===== src/rtl/bias_relu.sv =====
// bias_relu: post-convolution bias-add + ReLU stage feeding the max-pool block.
//
// Streams M feature maps of R x C accumulator words. Each word gets the bias of
// its map added, is clamped at zero, and is written to the out buffer at the
// word's linear address. The throughput is one element per clock.
//
// Optional build macro: BIAS_RELU_SAT_EN
//   defined   - the DATA_SIZE+1-bit sum saturates to the signed DATA_SIZE range
//   undefined - the sum wraps to DATA_SIZE bits
//
// Ports:
//   clk      clock
//   rst      synchronous active-low reset
//   en       level start/run enable (dropping it mid-layer aborts)
//   R, C, M  rows, columns, map count (sampled when leaving IDLE)
//   acc_ra   accumulator read address, acc_rd data (1-cycle latency)
//   bias_ra  bias read address, bias_rd data (1-cycle latency)
//   out_we   out buffer write enable, out_wa address, out_wd data
//   done     layer complete, held while en stays high
module bias_relu #(
  parameter int DATA_SIZE = 16,
  parameter int MEM_SIZE  = 16
) (
  input  logic                 clk,
  input  logic                 rst,
  input  logic                 en,
  input  logic [DATA_SIZE-1:0] R,
  input  logic [DATA_SIZE-1:0] C,
  input  logic [DATA_SIZE-1:0] M,
  output logic [MEM_SIZE-1:0]  acc_ra,
  input  logic [DATA_SIZE-1:0] acc_rd,
  output logic [MEM_SIZE-1:0]  bias_ra,
  input  logic [DATA_SIZE-1:0] bias_rd,
  output logic                 out_we,
  output logic [MEM_SIZE-1:0]  out_wa,
  output logic [DATA_SIZE-1:0] out_wd,
  output logic                 done
);

  typedef enum logic [1:0] {S_IDLE, S_RUN, S_DRAIN, S_DONE} state_t;

  state_t               r_state;
  logic [MEM_SIZE-1:0]  r_pix, r_mm, r_lin;
  logic [MEM_SIZE-1:0]  r_pix_last, r_lin_last;
  logic [MEM_SIZE-1:0]  r_acc_ra, r_bias_ra;
  logic [MEM_SIZE-1:0]  r_a1, r_a2, r_out_wa;
  logic                 r_v0, r_v1, r_v2;
  logic                 r_out_we, r_done;
  logic [DATA_SIZE-1:0] r_sum, r_out_wd;

  logic [MEM_SIZE-1:0]  w_rc, w_mrc;
  logic [DATA_SIZE-1:0] w_sat, w_relu;
  logic                 w_zero_dim;

  // Address arithmetic is modulo 2^MEM_SIZE, so low bits of the operands suffice.
  assign w_rc       = MEM_SIZE'(R) * MEM_SIZE'(C);
  assign w_mrc      = w_rc * MEM_SIZE'(M);
  assign w_zero_dim = (R == '0) || (C == '0) || (M == '0);

`ifdef BIAS_RELU_SAT_EN
  logic [DATA_SIZE:0] w_sum;
  always_comb begin
    w_sum = {acc_rd[DATA_SIZE-1], acc_rd} + {bias_rd[DATA_SIZE-1], bias_rd};
    w_sat = w_sum[DATA_SIZE-1:0];
    // Top two bits disagree only on overflow; the extra bit carries the true sign.
    if (w_sum[DATA_SIZE] != w_sum[DATA_SIZE-1])
      w_sat = w_sum[DATA_SIZE] ? {1'b1, {(DATA_SIZE-1){1'b0}}}
                               : {1'b0, {(DATA_SIZE-1){1'b1}}};
  end
`else
  assign w_sat = acc_rd + bias_rd;
`endif

  assign w_relu = r_sum[DATA_SIZE-1] ? '0 : r_sum;

  always_ff @(posedge clk) begin
    if (!rst) begin
      r_state    <= S_IDLE;
      r_pix      <= '0;
      r_mm       <= '0;
      r_lin      <= '0;
      r_pix_last <= '0;
      r_lin_last <= '0;
      r_acc_ra   <= '0;
      r_bias_ra  <= '0;
      r_a1       <= '0;
      r_a2       <= '0;
      r_out_wa   <= '0;
      r_v0       <= 1'b0;
      r_v1       <= 1'b0;
      r_v2       <= 1'b0;
      r_out_we   <= 1'b0;
      r_done     <= 1'b0;
      r_sum      <= '0;
      r_out_wd   <= '0;
    end else begin
      // Datapath: stage 0 = address issued, 1 = read data summed, 2 = ReLU, out regs.
      r_v0     <= 1'b0;
      r_v1     <= r_v0;
      r_a1     <= r_acc_ra;
      r_v2     <= r_v1;
      r_a2     <= r_a1;
      r_sum    <= w_sat;
      r_out_we <= r_v2;
      r_out_wa <= r_a2;
      r_out_wd <= w_relu;

      if (((r_state == S_RUN) || (r_state == S_DRAIN)) && !en) begin
        // Abort: flush everything in flight so no further writes escape.
        r_state  <= S_IDLE;
        r_v1     <= 1'b0;
        r_v2     <= 1'b0;
        r_out_we <= 1'b0;
        r_pix    <= '0;
        r_mm     <= '0;
        r_lin    <= '0;
      end else begin
        case (r_state)
          S_IDLE: begin
            r_done <= 1'b0;
            if (en) begin
              if (w_zero_dim) begin
                r_state <= S_DONE;
                r_done  <= 1'b1;
              end else begin
                r_state    <= S_RUN;
                r_pix_last <= w_rc - 1'b1;
                r_lin_last <= w_mrc - 1'b1;
                r_pix      <= '0;
                r_mm       <= '0;
                r_lin      <= '0;
              end
            end
          end
          S_RUN: begin
            r_acc_ra  <= r_lin;
            r_bias_ra <= r_mm;
            r_v0      <= 1'b1;
            if (r_lin == r_lin_last) begin
              r_state <= S_DRAIN;
              r_pix   <= '0;
              r_mm    <= '0;
              r_lin   <= '0;
            end else begin
              r_lin <= r_lin + 1'b1;
              if (r_pix == r_pix_last) begin
                r_pix <= '0;
                r_mm  <= r_mm + 1'b1;
              end else begin
                r_pix <= r_pix + 1'b1;
              end
            end
          end
          S_DRAIN: begin
            // Leave only once the last write is on the outputs, so out_we never
            // appears outside RUN/DRAIN and done follows the final write directly.
            if (!(r_v0 || r_v1 || r_v2)) begin
              r_state <= S_DONE;
              r_done  <= 1'b1;
            end
          end
          S_DONE: begin
            if (!en) begin
              r_state <= S_IDLE;
              r_done  <= 1'b0;
            end
          end
          default: r_state <= S_IDLE;
        endcase
      end
    end
  end

  assign acc_ra  = r_acc_ra;
  assign bias_ra = r_bias_ra;
  assign out_we  = r_out_we;
  assign out_wa  = r_out_wa;
  assign out_wd  = r_out_wd;
  assign done    = r_done;

endmodule


===== config.mk =====
export PLATFORM = sky130hd
export DESIGN_NAME = bias_relu
export DESIGN_NICKNAME = d
export VERILOG_FILES = /design/src/rtl/bias_relu.sv
export SDC_FILE = /design/constraint.sdc
export NUM_CORES = 1
export LEC_CHECK = 0
export CELL_PAD_IN_SITES_DETAIL_PLACEMENT = 1
export CELL_PAD_IN_SITES_GLOBAL_PLACEMENT = 1
export CORE_MARGIN = 4
export CORE_UTILIZATION = 50
export CTS_BUF_LIST = sky130_fd_sc_hd__clkbuf_2
export CTS_CLUSTER_DIAMETER = 200
export CTS_CLUSTER_SIZE = 8
export DETAILED_ROUTE_END_ITERATION = 7
export DONT_BUFFER_PORTS = 1
export PLACE_DENSITY_LB_ADDON = 0.1
export SLEW_MARGIN = 20
export SYNTH_ARGS = -nofsm -noshare
export SYNTH_HDL_FRONTEND = slang
export SYNTH_SLANG_ARGS = --single-unit

===== constraint.sdc =====
create_clock -name clk -period 30.9 [get_ports clk]
set_input_delay 6.18 -clock clk [delete_from_list [all_inputs] [get_ports clk]]
set_output_delay 6.18 -clock clk [all_outputs]
set_load 0.05 [all_outputs]

# Yosys cells after proc, flatten, opt, wreduce, memory -nomap -nowiden
# Cells that the tools add are included.
# word_totals
ff_bits	199
inputBits	83
output_inout_bits	66
word_cells	84
# op_classes
n_addsub	6
mul	2
n_eq_ne	11
muxes	22
n_bitwise	3
n_reduce_logical	21
# op_table
op	count
$mux W16	7
$pmux W16 S2	3
$add A16 B1 Y16 const B	3
$logic_not A16 Y1	3
$eq A16 B16 Y1	2
$mul A16 B16 Y16	2
$sub A16 B1 Y16 const B	2
$add A16 B16 Y16	1
$reduce_and A4 Y1	4
$mux W2	5
$ne A2 B2 Y1 const B	4
$pmux W2 S4	1
$logic_or A1 B1 Y1	5
$mux W1	5
$eq A2 B2 Y1 const B	2
$reduce_or A2 Y1	2
$ne A3 B1 Y1 const B	1
$not A1 Y1	3
$pmux W1 S3	1
$reduce_and A3 Y1	1
$reduce_bool A3 Y1	1
$eq A2 B1 Y1 const B	1
$logic_not A2 Y1	1
$ne A2 B1 Y1 const B	1
other kinds (4)	4

# Longest topological paths before layout
# Gate-level depths: netlist of run 1.
# logic_depth
depth_word	6
mapped_depth	42
ltp_nobuf	40

# Worst setup path before layout of run 1
# No wires, ideal clock.
# synth_path
kind	input -> register
from	input port C[1]
to	register r_lin_last[15]
setup_ps	79
arrival_ps	15824
required_ps	30821
path_slack_ps	14997
stages	38
n_path_buf	1
path_cell_list	clkbuf_1 > and2_1 > fa_1 > inv_1 > fa_1 > inv_1 > ha_1 > fa_1 > fa_1 > inv_1 > fa_1 > inv_1 > ha_1 > a2111o_1 > a311o_1 > o311ai_2 > nand2_1 > fa_1 > (+2 left out) > fa_1 > inv_1 > fa_1 > inv_1 > fa_1 > inv_1 > fa_1 > xor2_1 > xnor2_1 > xnor2_1 > xnor2_1 > xnor2_1 > xnor2_1 > xnor3_1 > xnor3_1 > xnor3_1 > xor2_1 > a211oi_2
# synth_between
elab_chain_cells	5
word_cells_on_any_way	8
cone_classes	add/sub (1); mul (2); bitwise (1); reduce/logical (4)
# synth_rtl
element	line	text
start, declared	28	input logic [DATA_SIZE-1:0] C,
parallel branches: the longest is 5 deep, another holds $mul A16 B16 Y16	-	
end signal, assigned	128	r_lin_last <= w_mrc - 1'b1;
end, declared	44	logic [MEM_SIZE-1:0] r_pix_last, r_lin_last;
# Parallel ways; which one is timed is not known.
# A chain may end at the register's enable or synchronous reset.

# Worst setup path after layout of run 1
# Ends and elaborated chain as after synthesis.

==> results of run 1 <==
==> synth_stat cells, types with 15 or more instances <==
master / n
xor2_1: 41
nor2_1: 104
o22a_1: 16
dfxtp_1: 198
xnor2_1: 105
nor4_1: 15
nor3_1: 18
ha_1: 114
and2_1: 178
o21ai_0: 37
a21oi_1: 87
nand2_1: 242
and3_1: 27
clkbuf_1: 68
inv_1: 257
nand3_1: 18
nand4_1: 20
fa_1: 174
==> worst paths after layout <==
| path | endpoint | slack (ns) | depth (start not counted) | from |
|---|---|---|---|---|
| worst max-delay path | r_lin_last[15]$_SDFFE_PN0P_ | 15.53 | 39 | C[1] |
| worst min-delay path | out_we$_SDFF_PP0_ | 0.44 | 1 | r_v2$_SDFF_PP0_ |
| worst max register to register | r_mm[6]$_SDFFE_PP0P_ | 27.38 | 8 | r_state[1]$_SDFFE_PP0P_ |
| worst min register to register | out_we$_SDFF_PP0_ | 0.44 | 1 | r_v2$_SDFF_PP0_ |
==> through the flow <==
stage	util (%)	hold WS (ns)	area, µm²
floorplan	-	0.406	16100
global placement	51.6	0.407	16300
detailed placement	51.6	0.413	16300
CTS	52.4	0.442	16600
global route	52.4	0.433	16600
finish	52.5	0.441	16600
==> sequential cells by signal (all words and copies together) (netlist names) <==
register,count
acc_ra,16
bias_ra,16
done,1
out_wa,16
out_wd,15
out_we,1
r_a1,16
r_a2,16
r_lin,16
r_lin_last,16
r_mm,16
r_pix,16
r_pix_last,16
r_state,2
r_sum,16
r_v0,1
r_v1,1
r_v2,1
==> cells in the final DEF, fill, tap and decap left out, types with 10 or more instances in the layout <==
cell	netlist	final
buf_4	1	10
nand3_1	18	17
fa_1	174	174
inv_1	257	257
o22a_1	16	16
nand2_1	242	241
xnor2_1	105	105
and3_1	27	27
or3_1	11	11
nor3_1	18	18
nor2_1	104	104
dfxtp_1	198	198
o21ai_0	37	37
and2_1	178	178
ha_1	114	114
nand4_1	20	20
clkbuf_2	1	17
xor2_1	41	41
nor4_1	15	15
a21oi_1	87	87
==> cell type report <==
class,count,area [µm²],area share [%]
Multi-Input combinational cell,1301,10800,65.1
Sequential cell,198,3960,23.9
Inverter,261,982,5.92
Tap cell,402,503,3.03
Clock inverter,15,171,1.03
Clock buffer,17,85.1,0.513
Timing Repair Buffer,10,75.1,0.452
Antenna cell,2,5.00,0.0302
==> worst max-delay path: cells and delay by family <==
family,cells,cell delay (ns)
adder cells (fa/ha/maj),13,5.98
XOR/XNOR,11,2.75
buffers and inverters,9,0.47
AND/OR/NAND/NOR,4,0.42
AO/OA/AOI/OAI,2,0.34
==> per-layer routing <==
metal,vias to the layer above,global-route usage (%),routed length (µm)
li1,5663,-,-
met1,5869,29.1,17600
met2,234,38.3,18300
met3,40,4.20,1750
met4,0,5.40,573
met5,-,0,0
==> kinds of logic (layout without fill, tap and decap cells) <==
kind of cell / Yosys count / after routing / share of synthesized area [%]
AND/OR/NAND/NOR: 662 / 662 / 20.4
AO/OA/AOI/OAI: 198 / 198 / 7.55
adder cells (fa/ha/maj): 288 / 288 / 30.5
multiplexers: 2 / 2 / 0.132
buffers and inverters: 342 / 303 / 8.26
flip-flops: 198 / 198 / 24.6
other: 1 / 3 / 0.0233
XOR/XNOR: 150 / 150 / 8.51
==> results.yml, run 1 <==
status:
  run_status: "finished, final reports clean"
critical_path:
  cp_data_required_time_ns: 31.68
  cp_slowest_stage_delay_ns: 0.62
  critPathKind: "in2reg"
  worst_path_most_repeated_cell: "fa_1"
  path_max_fanout: 16
  startpoint_type: "input port"
  slowest_stage: "xnor2_1"
  cp-end-kind: "flop"
  cp.arrival_ns: 16.16
timing:
  slew_headroom_pct: 36.1
  finalHoldViolations: 0
  final.period_utilization_pct: 49.8
  finClkSkew_ns: 0.0558
  worstMarginPinSlew_ns: 0.958
  max_freq_ghz: 0.0650
  setup_viol: 0
  setup-tns-final_ns: 0
  finalMaxSlewViolations: 0
  rsz0062_at_grt: "false"
  period_needed_ns: 15.37
  timing.final.ws_setup_ns: 15.53
floorplanning:
  die_y_um: 187
  boundaryPins: 149
  rows: 65
  die_area_um2: 35100
  core_area_um2: 31600
  initial_utilization_pct: 50.8
  dieWidth_um: 187
route:
  antenna_left: 0
  drc: 0
  drtIter0Drc: 494
  drt_first_pass_iters: 5
  wl_mm: 38.3
  vias: 11800
  via_per_inst: 5.35
  wl_per_cell_um: 17.3
placement:
  io_buffers: 0
  placedCellCount: 2172
  dp_hpwl_mm: 30.2
  dpl_worst_slack_ns: 14.67
  place.gp.congestion: 0.823
logic_synthesis:
  ys_warn_count: 0
  synth_top_area_share_pct: 24.6
  synth_edf_count: 0
  syn_area_um2: 16100
  synth_area_leaders: "dfxtp_1, fa_1, ha_1"
  async_flop_share_pct: 0
  syn_inst: 1841
  seq_area_frac_synth_pct: 24.6
  synth_flop_cell: "dfxtp_1"
  synth-seq-cells: 198
  syn-num-nets: 2212
  syn_area_per_cell_um2: 8.74
  yosysUniqueCellTypes: 65
  synth_top_cell_by_area: "dfxtp_1"
clocking:
  cts.sinks: 198
  clk_latency_ns: 0.82
  cts_buffer_depth: 2
  cts_resized: 0
  cts_buffers: 17
  post_cts_buffers: 0
  root_buffer: "clkbuf_2"
  cts_tree: "yes"
  hold_buffers: 0
  clkSlewWorstSetupHoldPaths_ns: 0.32
  h-tree-depth: 4
cells_and_area:
  area_growth_pct: 3.16
  layout.nets: 2160
  fill_cells: 3761
  drive_above_1_share_pct: 3.50
  final_cells: 2206
global_route:
  grt_pass1_wl_mm: 64.6
  grt_pass1_vias: 12800
  grtUsageTotal_pct: 22.3
  antenna_found_initial: 1
  grt_max_degree: 60
  grt_overflow: 0
run:
  drv_cap: 0
hold_path:
  hp-class: "reg2reg"
Power of run 1 is left out: the tool's default activity adds up to more than one toggle a clock period on the data nets, which glitch-free logic cannot reach.
==> inputs of run 2 (changes only) <==
Clock period 30.9 ns to 14.7 ns, I/O delays scaled along.
==> results.yml, run 2 (synthesis gave the netlist of run 1 again) <==
status:
  run_status: "finished, final reports clean"
floorplanning:
  die_y_um: 187
  core_area_um2: 31600
  dieWidth_um: 187
  initial_utilization_pct: 50.8
  die_area_um2: 35100
  rows: 65
  boundaryPins: 149
timing:
  period_needed_ns: 12.18
  worstMarginPinSlew_ns: 0.954
  max_freq_ghz: 0.0821
  finClkSkew_ns: 0.0372
  setup_viol: 0
  setup-tns-final_ns: 0
  timing.final.ws_setup_ns: 2.52
  rsz0062_at_grt: "false"
  finalHoldViolations: 0
  slew_headroom_pct: 36.3
  final.period_utilization_pct: 82.8
  finalMaxSlewViolations: 0
cells_and_area:
  layout.nets: 2160
  final_common_cell: "inv_1"
  drive_above_1_share_pct: 3.50
  mostFrequentLayoutCells: "inv_1, nand2_1, dfxtp_1, and2_1, fa_1"
  final_cells: 2205
  area_growth_pct: 2.86
route:
  drc: 0
  wl_per_cell_um: 17.3
  via_per_inst: 5.37
  drt_first_pass_iters: 5
  antenna_left: 0
  drtIter0Drc: 413
  vias: 11800
  wl_mm: 38.2
global_route:
  grt_overflow: 0
  grtUsageTotal_pct: 22.2
  grt_pass1_wl_mm: 64.6
  grt_pass1_vias: 12800
  grt_max_degree: 60
  antenna_found_initial: 1
critical_path:
  critical_path.startpoint: "C[1]"
  path_max_fanout: 16
  cp-end-kind: "flop"
  reg2reg_setup_slack_ns: 11.19
  cp_slowest_stage_delay_ns: 0.66
  ff2ff_path_depth: 8
  worst_path_most_repeated_cell: "fa_1"
  r2r-end: "r_mm[6]$_SDFFE_PP0P_"
  startpoint_type: "input port"
  cp_data_required_time_ns: 15.44
  r2r-start: "r_state[1]$_SDFFE_PP0P_"
  slowest_stage: "xnor2_1"
  cp.arrival_ns: 12.92
  critPathKind: "in2reg"
placement:
  placedCellCount: 2172
  io_buffers: 0
  dp_hpwl_mm: 30.3
  place.gp.congestion: 0.822
  dpl_worst_slack_ns: 1.68
clocking:
  h-tree-depth: 4
  cts_resized: 0
  root_buffer: "clkbuf_2"
  cts_buffers: 17
  post_cts_buffers: 0
  hold_buffers: 0
  cts_tree: "yes"
  clkSlewWorstSetupHoldPaths_ns: 0.30
  clk_latency_ns: 0.78
  cts_buffer_depth: 2
  cts.sinks: 198
hold_path:
  hp-class: "reg2reg"
  worstHoldEndpoint: "out_wd[2]$_SDFF_PP0_"
  worstHoldStart: "r_sum[2]$_SDFF_PN0_"
  min_path_cells: 1
run:
  drv_cap: 0
==> run 2: changes by cell type in the layout (fill, tap and decap cells not counted) <==
| cell | previous run | this run |
|---|---|---|
| clkinv_8 | 3 | 0 |
| inv_8 | 9 | 2 |
| clkbuf_2 | 17 | 19 |
| inv_6 | 1 | 5 |
| clkinvlp_4 | 1 | 2 |
| diode_2 | 2 | 1 |
| clkinv_4 | 0 | 4 |
| clkinv_2 | 1 | 0 |
==> run 2: through the flow <==
| stage | hold WS (ns) | utilization, % | instance area [µm²] |
|---|---|---|---|
| 2_1_floorplan | 0.406 | - | 16100 |
| 3_3_place_gp | 0.407 | 51.6 | 16300 |
| 3_5_place_dp | 0.413 | 51.6 | 16300 |
| 4_1_cts | 0.466 | 52.3 | 16500 |
| 5_1_grt | 0.464 | 52.3 | 16500 |
| 6_report | 0.462 | 52.3 | 16500 |
==> run 2: area by class of cell <==
class | count | area, µm²
diodes | 1 | 2.50
clock buffers | 19 | 95.1
clock inverters | 13 | 116
fillers | 3778 | 15100
inverters | 261 | 982
multi-input cells | 1301 | 10800
flip-flops and latches | 198 | 3960
well taps | 402 | 503
repair buffers | 10 | 75.1
==> run 2: worst max path at each step <==
stage          cells past startpoint  slack [ns]                          end
2_1_floorplan                     38        2.04  r_lin_last[15]$_SDFFE_PN0P_
3_5_place_dp                      39        1.68  r_lin_last[15]$_SDFFE_PN0P_
5_1_grt                           39        2.20  r_lin_last[15]$_SDFFE_PN0P_
4_1_cts                           39        2.61  r_lin_last[15]$_SDFFE_PN0P_
3_3_place_gp                      39        1.95  r_lin_last[15]$_SDFFE_PN0P_
6_report                          39        2.52  r_lin_last[15]$_SDFFE_PN0P_
==> run 2: metal layers <==
layer | up-vias | wire [µm] | track usage (%)
li1 | 5663 | - | -
met1 | 5893 | 17200 | 28.9
met2 | 247 | 18700 | 39.0
met3 | 28 | 1890 | 4.09
met4 | 0 | 437 | 4.32
met5 | - | 0 | 0
==> run 2: worst max-delay path, delay by kind of cell <==
family / cells / cell delay [ns]
fa+ha+maj: 13 / 6.00
compound gates: 2 / 0.34
simple gates: 4 / 0.41
buf+inv: 9 / 0.49
xor+xnor: 11 / 2.71
Power of run 2 is left out for the same reason.
==> inputs of run 3 (changes only) <==
Clock period 14.7 ns to 12.4 ns, I/O delays scaled along.
==> results.yml, run 3 (synthesis gave the netlist of run 1 again) <==
critical_path:
  startpoint_type: "input port"
  cp_data_required_time_ns: 13.12
  cp_slowest_stage_delay_ns: 0.56
  cp-end-kind: "flop"
  path_max_fanout: 16
  reg2reg_setup_slack_ns: 8.63
  r2r-start: "r_state[1]$_SDFFE_PP0P_"
  critPathKind: "in2reg"
  worst_path_most_repeated_cell: "fa_1"
  ff2ff_path_depth: 8
  r2r-end: "r_mm[2]$_SDFFE_PP0P_"
  slowest_stage: "fa_1"
  cp.arrival_ns: 12.33
global_route:
  grt_max_degree: 63
  grt_pass1_wl_mm: 65.0
  grt_overflow: 0
  grtUsageTotal_pct: 22.4
  antenna_found_initial: 1
  grt_pass1_vias: 12900
timing:
  rsz0062_at_grt: "false"
  final.period_utilization_pct: 93.6
  worstMarginPinSlew_ns: 0.928
  period_needed_ns: 11.61
  slew_headroom_pct: 38.0
  max_freq_ghz: 0.0862
  setup_viol: 0
  finalHoldViolations: 0
  finClkSkew_ns: 0.0396
  timing.final.ws_setup_ns: 0.793
  finalMaxSlewViolations: 0
clocking:
  hold_buffers: 0
  clk_latency_ns: 0.78
  cts_buffer_depth: 2
  cts.sinks: 198
  cts_buffers: 17
  cts_tree: "yes"
  clkSlewWorstSetupHoldPaths_ns: 0.28
  cts_resized: 0
  root_buffer: "clkbuf_2"
  h-tree-depth: 4
  post_cts_buffers: 0
placement:
  io_buffers: 0
  dpl_worst_slack_ns: -0.0475
  place.gp.congestion: 0.838
  dp_hpwl_mm: 30.4
cells_and_area:
  final_util_pct: 52.5
  mostFrequentLayoutCells: "inv_1, nand2_1, dfxtp_1, and2_1, fa_1"
  fill_cells: 3777
  final_common_cell: "inv_1"
  layout.nets: 2165
  area_growth_pct: 3.20
  drive_above_1_share_pct: 3.76
hold_path:
  worstHoldEndpoint: "r_a2[5]$_SDFF_PN0_"
  hp-class: "reg2reg"
  min_path_cells: 1
  worstHoldStart: "r_a1[5]$_SDFF_PN0_"
status:
  run_status: "finished, final reports clean"
floorplanning:
  rows: 65
  dieWidth_um: 187
  core_area_um2: 31600
  die_area_um2: 35100
  initial_utilization_pct: 50.8
  boundaryPins: 149
  die_y_um: 187
route:
  wl_per_cell_um: 17.4
  drtIter0Drc: 506
  drc: 0
  wl_mm: 38.5
  vias: 11900
  drt_first_pass_iters: 6
  via_per_inst: 5.39
  antenna_left: 0
run:
  drv_cap: 0
-- run 3: cell types whose count changed in the layout (fill, tap and decap cells not counted), sizes merged --
cell,delta
clkinv,-1
bufinv,+1
buf,+5
inv,+1
clkbuf,-1
-- run 3: critical path: cells and delay by family --
family	cells	cell delay, ns
buffers and inverters	8	0.40
xor gates and xnor gates	10	2.07
and+or+nand+nor	2	0.28
AOI/OAI and AO/OA	4	1.14
adders and majority gates	13	5.94
-- run 3: how the worst max path moves through the flow --
stage | startpoint | to | slack, ns | cells after the start
floorplan | C[1] | r_lin_last[15]$_SDFFE_PN0P_ | 0.20 | 38
global placement | C[1] | r_lin_last[15]$_SDFFE_PN0P_ | 0.18 | 37
detailed placement | C[1] | r_lin_last[15]$_SDFFE_PN0P_ | -0.05 | 37
CTS | C[1] | r_lin_last[15]$_SDFFE_PN0P_ | 0.86 | 37
global route | C[1] | r_lin_last[15]$_SDFFE_PN0P_ | 0.40 | 37
finish | C[1] | r_lin_last[15]$_SDFFE_PN0P_ | 0.79 | 37
-- run 3: metal layers --
metal,wire [µm],GRT usage (%),up-vias
met4,573,5.60,0
met5,0,0,-
met1,17100,29.2,5913
met3,2000,3.68,38
met2,18700,39.0,288
li1,-,-,5674
-- run 3: cell type report --
type                    count  area, µm²  area share [%]
multi-input cells        1301      10800            65.1
repair buffers             15        113           0.678
diodes                      1       2.50          0.0151
inverters                 261        982            5.92
clock inverters            14        139           0.837
well taps                 402        503            3.03
flip-flops and latches    198       3960            23.9
clock buffers              18       90.1           0.543
-- run 3: metrics by stage --
| stage | setup TNS (ns) | area, µm² | hold slack, ns | instances |
|---|---|---|---|---|
| floorplan | 0 | 16100 | 0.406 | 1841 |
| global placement | 0 | 16400 | 0.407 | 2177 |
| detailed placement | -0.0475 | 16400 | 0.413 | 2177 |
| CTS | 0 | 16600 | 0.469 | 2209 |
| global route | 0 | 16600 | 0.485 | 2210 |
| finish | 0 | 16600 | 0.458 | 2210 |
Power of run 3 is left out for the same reason.
==> variant 1: new RTL, settings of run 2 <==
Register the output `out_wd` once more, with the module's reset; this adds one clock of latency there. The other outputs are not delayed to match.
--- a/src/rtl/bias_relu.sv
+++ b/src/rtl/bias_relu.sv
@@ -175,7 +175,13 @@
   assign bias_ra = r_bias_ra;
   assign out_we  = r_out_we;
   assign out_wa  = r_out_wa;
-  assign out_wd  = r_out_wd;
+  always_ff @(posedge clk) begin
+    if (!rst) begin
+      out_wd <= '0;
+    end else begin
+      out_wd <= r_out_wd;
+    end
+  end
   assign done    = r_done;
 
 endmodule
Function: changed (Yosys sat finds a counterexample within 4 cycles, from zero or initial values and one cycle with rst low).
==> variant 1 against run 2 <==
Fmax decreased by 1.3%. Core utilization shrank 0.24 points. Critical path depth did not move. Area after synthesis increased by 2.0%. Via count fell by 0.81%. Sequential cell count is 15 higher. Setup slack lost 0.16 ns. Cell area grew 2.1%. Count of clock-buffer cells in the layout up 12. Wire length grew 0.42%.
Power is not shown: default switching activity piles up to over one toggle a cycle in this logic, so the estimate is an artifact.
==> variant 1: results (changes against run 2) <==
* CTS max path bufs at 3 (was 2)
* YS warnings at 0 (unchanged)
* Number of distinct library cells after synthesis at 56 (was 65)
* Post-place setup slack at 1.51 ns (was 1.68 ns)
* Hold Slack at 0.421 ns (was 0.462 ns)
* Clock Tree Root: clkbuf_2 (unchanged)
* Worst slew pin tran at 0.904 ns (was 0.954 ns)
* Largest incremental delay on the critical path at 0.57 ns (was 0.66 ns)
* GR Util All Layers at 0.215 (was 0.222)
* CP Data Arrival Time at 13.08 ns (was 12.92 ns)
* Drt pass-1 iters at 4 (was 5)
* Reg2reg start: r_state[0] (was r_state[1])
* Routed WL at 38400 um (was 38200 um)
* Initial DRC Count at 385 (was 413)
* HP Start: r_sum[13] (was r_sum[2])
* Status: finished, final reports clean (unchanged)
* Share of cells above drive strength 1 at 0.0273 (was 0.0350)
* Clock skew at 0.0579 ns (was 0.0372 ns)
* R2R Setup Slk at 11.64 ns (was 11.19 ns)
* Worst-Skew Late Latency at 0.83 ns (was 0.78 ns)
* Worst reg2reg path endpoint: r_mm[8] (was r_mm[6])
* Final HPWL DP at 30300 um (about the same)
* Post-CTS resize count at 0 (unchanged)
* Synth area leaders: dfxtp_1 26%, fa_1 21%, ha_1 8.7% (was dfxtp_1 25%, fa_1 22%, ha_1 8.9%)
* Largest net degree at the start of global routing at 74 (was 60)
* Seq/Total Area, Yosys at 0.260 (was 0.246)
* Post-CTS Setup Repair Bufs at 0 (unchanged)
* Fill count at 3802 (was 3778)
* Number of global-route vias before repair at 12900 (was 12800)
* Most frequent cells after synthesis: 252 x inv_1, 215 x nand2_1, 213 x dfxtp_1 (was 257 x inv_1, 242 x nand2_1, 198 x dfxtp_1)
* Via-per-instance ratio at 5.24 (was 5.37)
* Number of I/O port buffers at 0 (unchanged)
* Placer Congestion at 0.832 (was 0.822)
* CP Max Fanout at 16 (unchanged)
* Hold Crit Depth at 1 (unchanged)
* Final nets at 2166 (was 2160)
* CTS clk-pin slew, worst paths at 0.17 ns (was 0.30 ns)
* First-pass GRT wire length at 64100 um (was 64600 um)
* Inserted Clock Buffers at 30 (was 17)
* Worst hold path endpoint: r_out_wd[13] (was out_wd[2])
* Synth Flop Type: dfxtp_1 (unchanged)
* R2R depth at 9 (was 8)
* Max stage delay cell, worst path: fa_1 (was xnor2_1)
* H-tree lvl count at 1 (was 4)
[variant 1: cell types whose count changed in the layout (fill, tap and decap cells not counted), moves of 7 or more]
cell             run 2  this run
o21ai_0             37        19
a211oi_1             6        15
a21oi_1             87        62
xnor2_1            105       112
and2_1             178       194
clkbuf_2            19        31
dfxtp_1            198       213
o21ai_1              6        18
nand2_1            241       214
mux2i_1              1        18
[variant 1: metal layers]
layer  vias to the layer above  wire length (um)  share of wire  track usage
li1                       5650                 -              -            -
met1                      5788             16600           0.43        0.270
met2                       247             19000           0.49        0.387
met3                        50              2120          0.055       0.0406
met4                         0               663          0.017       0.0465
met5                         -                 0              0            0
[variant 1: layout make-up]
| type | instances | area, um2 | area share |
|---|---|---|---|
| multi-input combinational | 1288 | 10900 | 0.645 |
| tap | 442 | 553 | 0.0327 |
| clock inverter | 1 | 5.00 | 0.000296 |
| timing repair buffer | 8 | 60.1 | 0.00355 |
| inverter | 254 | 953 | 0.0564 |
| sequential | 213 | 4260 | 0.252 |
| antenna | 1 | 2.50 | 0.000148 |
| clock buffer | 31 | 155 | 0.00918 |
[variant 1: kinds of logic after synthesis]
group,count (synthesis),synth area share
other,1,0.000229
AO/OA/AOI/OAI,167,0.0643
adder cells (fa/ha/maj),288,0.299
buffers and inverters,335,0.0769
XOR/XNOR,159,0.0876
AND/OR/NAND/NOR,654,0.200
flip-flops,213,0.260
multiplexers,19,0.0117
[variant 1: metrics by stage]
| stage | cell area, um2 | util | instances |
|---|---|---|---|
| after floorplan | 16400 | - | 1836 |
| after global placement | 16700 | 0.516 | 2205 |
| after detailed placement | 16700 | 0.516 | 2205 |
| after CTS | 16900 | 0.521 | 2237 |
| after global routing | 16900 | 0.521 | 2238 |
| final | 16900 | 0.521 | 2238 |
[variant 1: worst max path at each step]
stage / endpoint / from / slack, ns / cells after the start
floorplan: r_lin_last[15] / C[1] / 1.94 / 40
global placement: r_lin_last[15] / C[1] / 1.79 / 39
detailed placement: r_lin_last[15] / C[1] / 1.51 / 39
CTS: r_lin_last[15] / C[1] / 2.40 / 39
global route: r_lin_last[15] / C[1] / 1.89 / 39
finish: r_lin_last[15] / C[1] / 2.36 / 39
[variant 1: critical path: cells and delay by family]
family	cells	cell delay [ns]
simple gates	2	0.31
compound gates	4	1.08
fa+ha+maj	13	5.93
buf+inv	8	0.41
xor+xnor	12	2.36
==> variant 2: new RTL, config.mk and constraints of run 2 <==
Without the edit above. Change the parameter `DATA_SIZE` from 16 to 32.
--- a/src/rtl/bias_relu.sv
+++ b/src/rtl/bias_relu.sv
@@ -18,7 +18,7 @@
 //   out_we   out buffer write enable, out_wa address, out_wd data
 //   done     layer complete, held while en stays high
 module bias_relu #(
-  parameter int DATA_SIZE = 16,
+  parameter int DATA_SIZE = 32,
   parameter int MEM_SIZE  = 16
 ) (
   input  logic                 clk,
Interface: changed (6 resized); port bits go from 149 to 245. No check against the original RTL was run, so the function may have changed too.
==> variant 2 against run 2 <==
Setup slack got worse by 0.51 ns. Critical path depth unchanged. Wire length increased by 24%. Die area increased by 12%. Area after synthesis increased by 12%. Sequential cell count increased by 32. Cell area increased by 12%. Clock skew increased by 0.015 ns. Sequential share of layout area increased by 0.83 points. Fmax decreased by 4.0%.
Power is not shown: default switching activity piles up to over one toggle a cycle in this logic, so the estimate is an artifact.
==> variant 2: results (changes against run 2) <==
* CTS max path bufs at 3 (was 2)
* Max layer used: met4 (unchanged)
* Drt pass-1 iters at 5 (unchanged)
* H-tree lvl count at 2 (was 4)
* Reg2reg start: r_state[0] (was r_state[1])
* Number of global-route vias before repair at 14800 (was 12800)
* Routed vias at 13600 (was 11800)
* Largest net degree at the start of global routing at 75 (was 60)
* Initial antenna violation count at 1 (unchanged)
* Largest Register: r_sum
* M1 WL at 21000 um (was 17200 um)
* Fill count at 4269 (was 3778)
* Max Cap Viol at 0 (unchanged)
* CP Max Fanout at 9 (was 16)
* Wire length on met2 at 22800 um (was 18700 um)
* GR Util All Layers at 0.241 (was 0.222)
* Synth area leaders: dfxtp_1 25%, fa_1 19%, ha_1 9.0% (was dfxtp_1 25%, fa_1 22%, ha_1 8.9%)
* Placed Instances at 2424 (was 2172)
* CP top delay family: adder cells (unchanged)
* Most frequent cells after synthesis: 250 x inv_1, 245 x nand2_1, 230 x dfxtp_1 (was 257 x inv_1, 242 x nand2_1, 198 x dfxtp_1)
* R2R Setup Slk at 11.44 ns (was 11.19 ns)
* Clock skew at 0.0518 ns (was 0.0372 ns)
* Worst-Skew Late Latency at 0.79 ns
* Share of cells above drive strength 1 at 0.0360 (was 0.0350)
* Routed WL at 47200 um (was 38200 um)
* Max stage delay cell, worst path: fa_1 (was xnor2_1)
* CTS clk-pin slew, worst paths at 0.18 ns (was 0.30 ns)
* Layout Cells excl Fill at 2463 (was 2205)
* Inserted Clock Buffers at 34 (was 17)
* Synth Flop Type: dfxtp_1 (unchanged)
* Largest incremental delay on the critical path at 0.56 ns (was 0.66 ns)
* Seq/Total Area, Yosys at 0.255 (was 0.246)
* Placer Congestion at 0.854 (was 0.822)
* CP Data Arrival Time at 13.36 ns (was 12.92 ns)
* Worst slew pin tran at 0.947 ns (was 0.954 ns)
* Status: finished, final reports clean (unchanged)
* HP Class: flop to flop (unchanged)
* HP Start: r_sum[22] (was r_sum[2])
* Routed length on met3 at 2410 um (was 1890 um)
* Post-CTS resize count at 0 (unchanged)
* Asr flop ratio synth at 0 (unchanged)
* First-pass GRT wire length at 77000 um (was 64600 um)
* Initial DRC Count at 535 (was 413)
* Setup crit start: R[8] (was C[1])
* Number of distinct library cells after synthesis at 84 (was 65)
* Max FFs per register at 32
* Syn avg cell area at 8.87 um2 (was 8.74 um2)
* Final HPWL DP at 37100 um (was 30300 um)
* YS warnings at 0 (unchanged)
* Number of I/O port buffers at 0 (unchanged)
## variant 2: changes by cell type in the layout (fill, tap and decap cells not counted), sizes merged, moves of 12 or more
cell / change
a21o: +24
clkbuf: +16
dfxtp: +32
ha: +16
inv: -13
mux2i: +13
nor2: +17
nor4: +12
xor2: +12
## variant 2: layer usage
metal	global-route usage	vias to the layer above
li1	-	6473
met1	0.322	6783
met2	0.412	300
met3	0.0383	65
met4	0.0584	0
met5	0	-
## variant 2: final cells by class
class	instances	area [um2]	share of cell area
multi-input combinational	1469	12200	0.655
sequential	230	4600	0.248
inverter	253	950	0.0511
tap	461	577	0.0311
clock buffer	35	175	0.00943
timing repair buffer	11	82.6	0.00445
clock inverter	3	15.0	0.000808
antenna	1	2.50	0.000135
## variant 2: worst paths after layout
| path | endpoint | depth (start not counted) |
|---|---|---|
| setup / recovery | r_lin_last[15] | 39 |
| hold / removal | out_wd[22] | 1 |
| setup reg to reg | r_mm[13] | 12 |
| hold reg to reg | out_wd[22] | 1 |
## variant 2: through the flow
step / cell area, um2 / setup slack, ns / util / hold slack [ns]
6_report: 18600 / 2.02 / 0.521 / 0.414
5_1_grt: 18600 / 1.56 / 0.521 / 0.435
4_1_cts: 18600 / 2.13 / 0.521 / 0.394
3_5_place_dp: 18400 / 1.25 / 0.515 / 0.414
3_3_place_gp: 18400 / 1.58 / 0.515 / 0.407
2_1_floorplan: 18100 / 1.70 / - / 0.406
## variant 2: cell families after synthesis
kind of cell	after synthesis	share of synthesized area
xor gates and xnor gates	171	0.0868
buffers and inverters	341	0.0737
DFF	230	0.255
other	1	0.000207
and+or+nand+nor	732	0.203
muxes	15	0.00837
adders and majority gates	304	0.282
AOI/OAI and AO/OA	246	0.0905
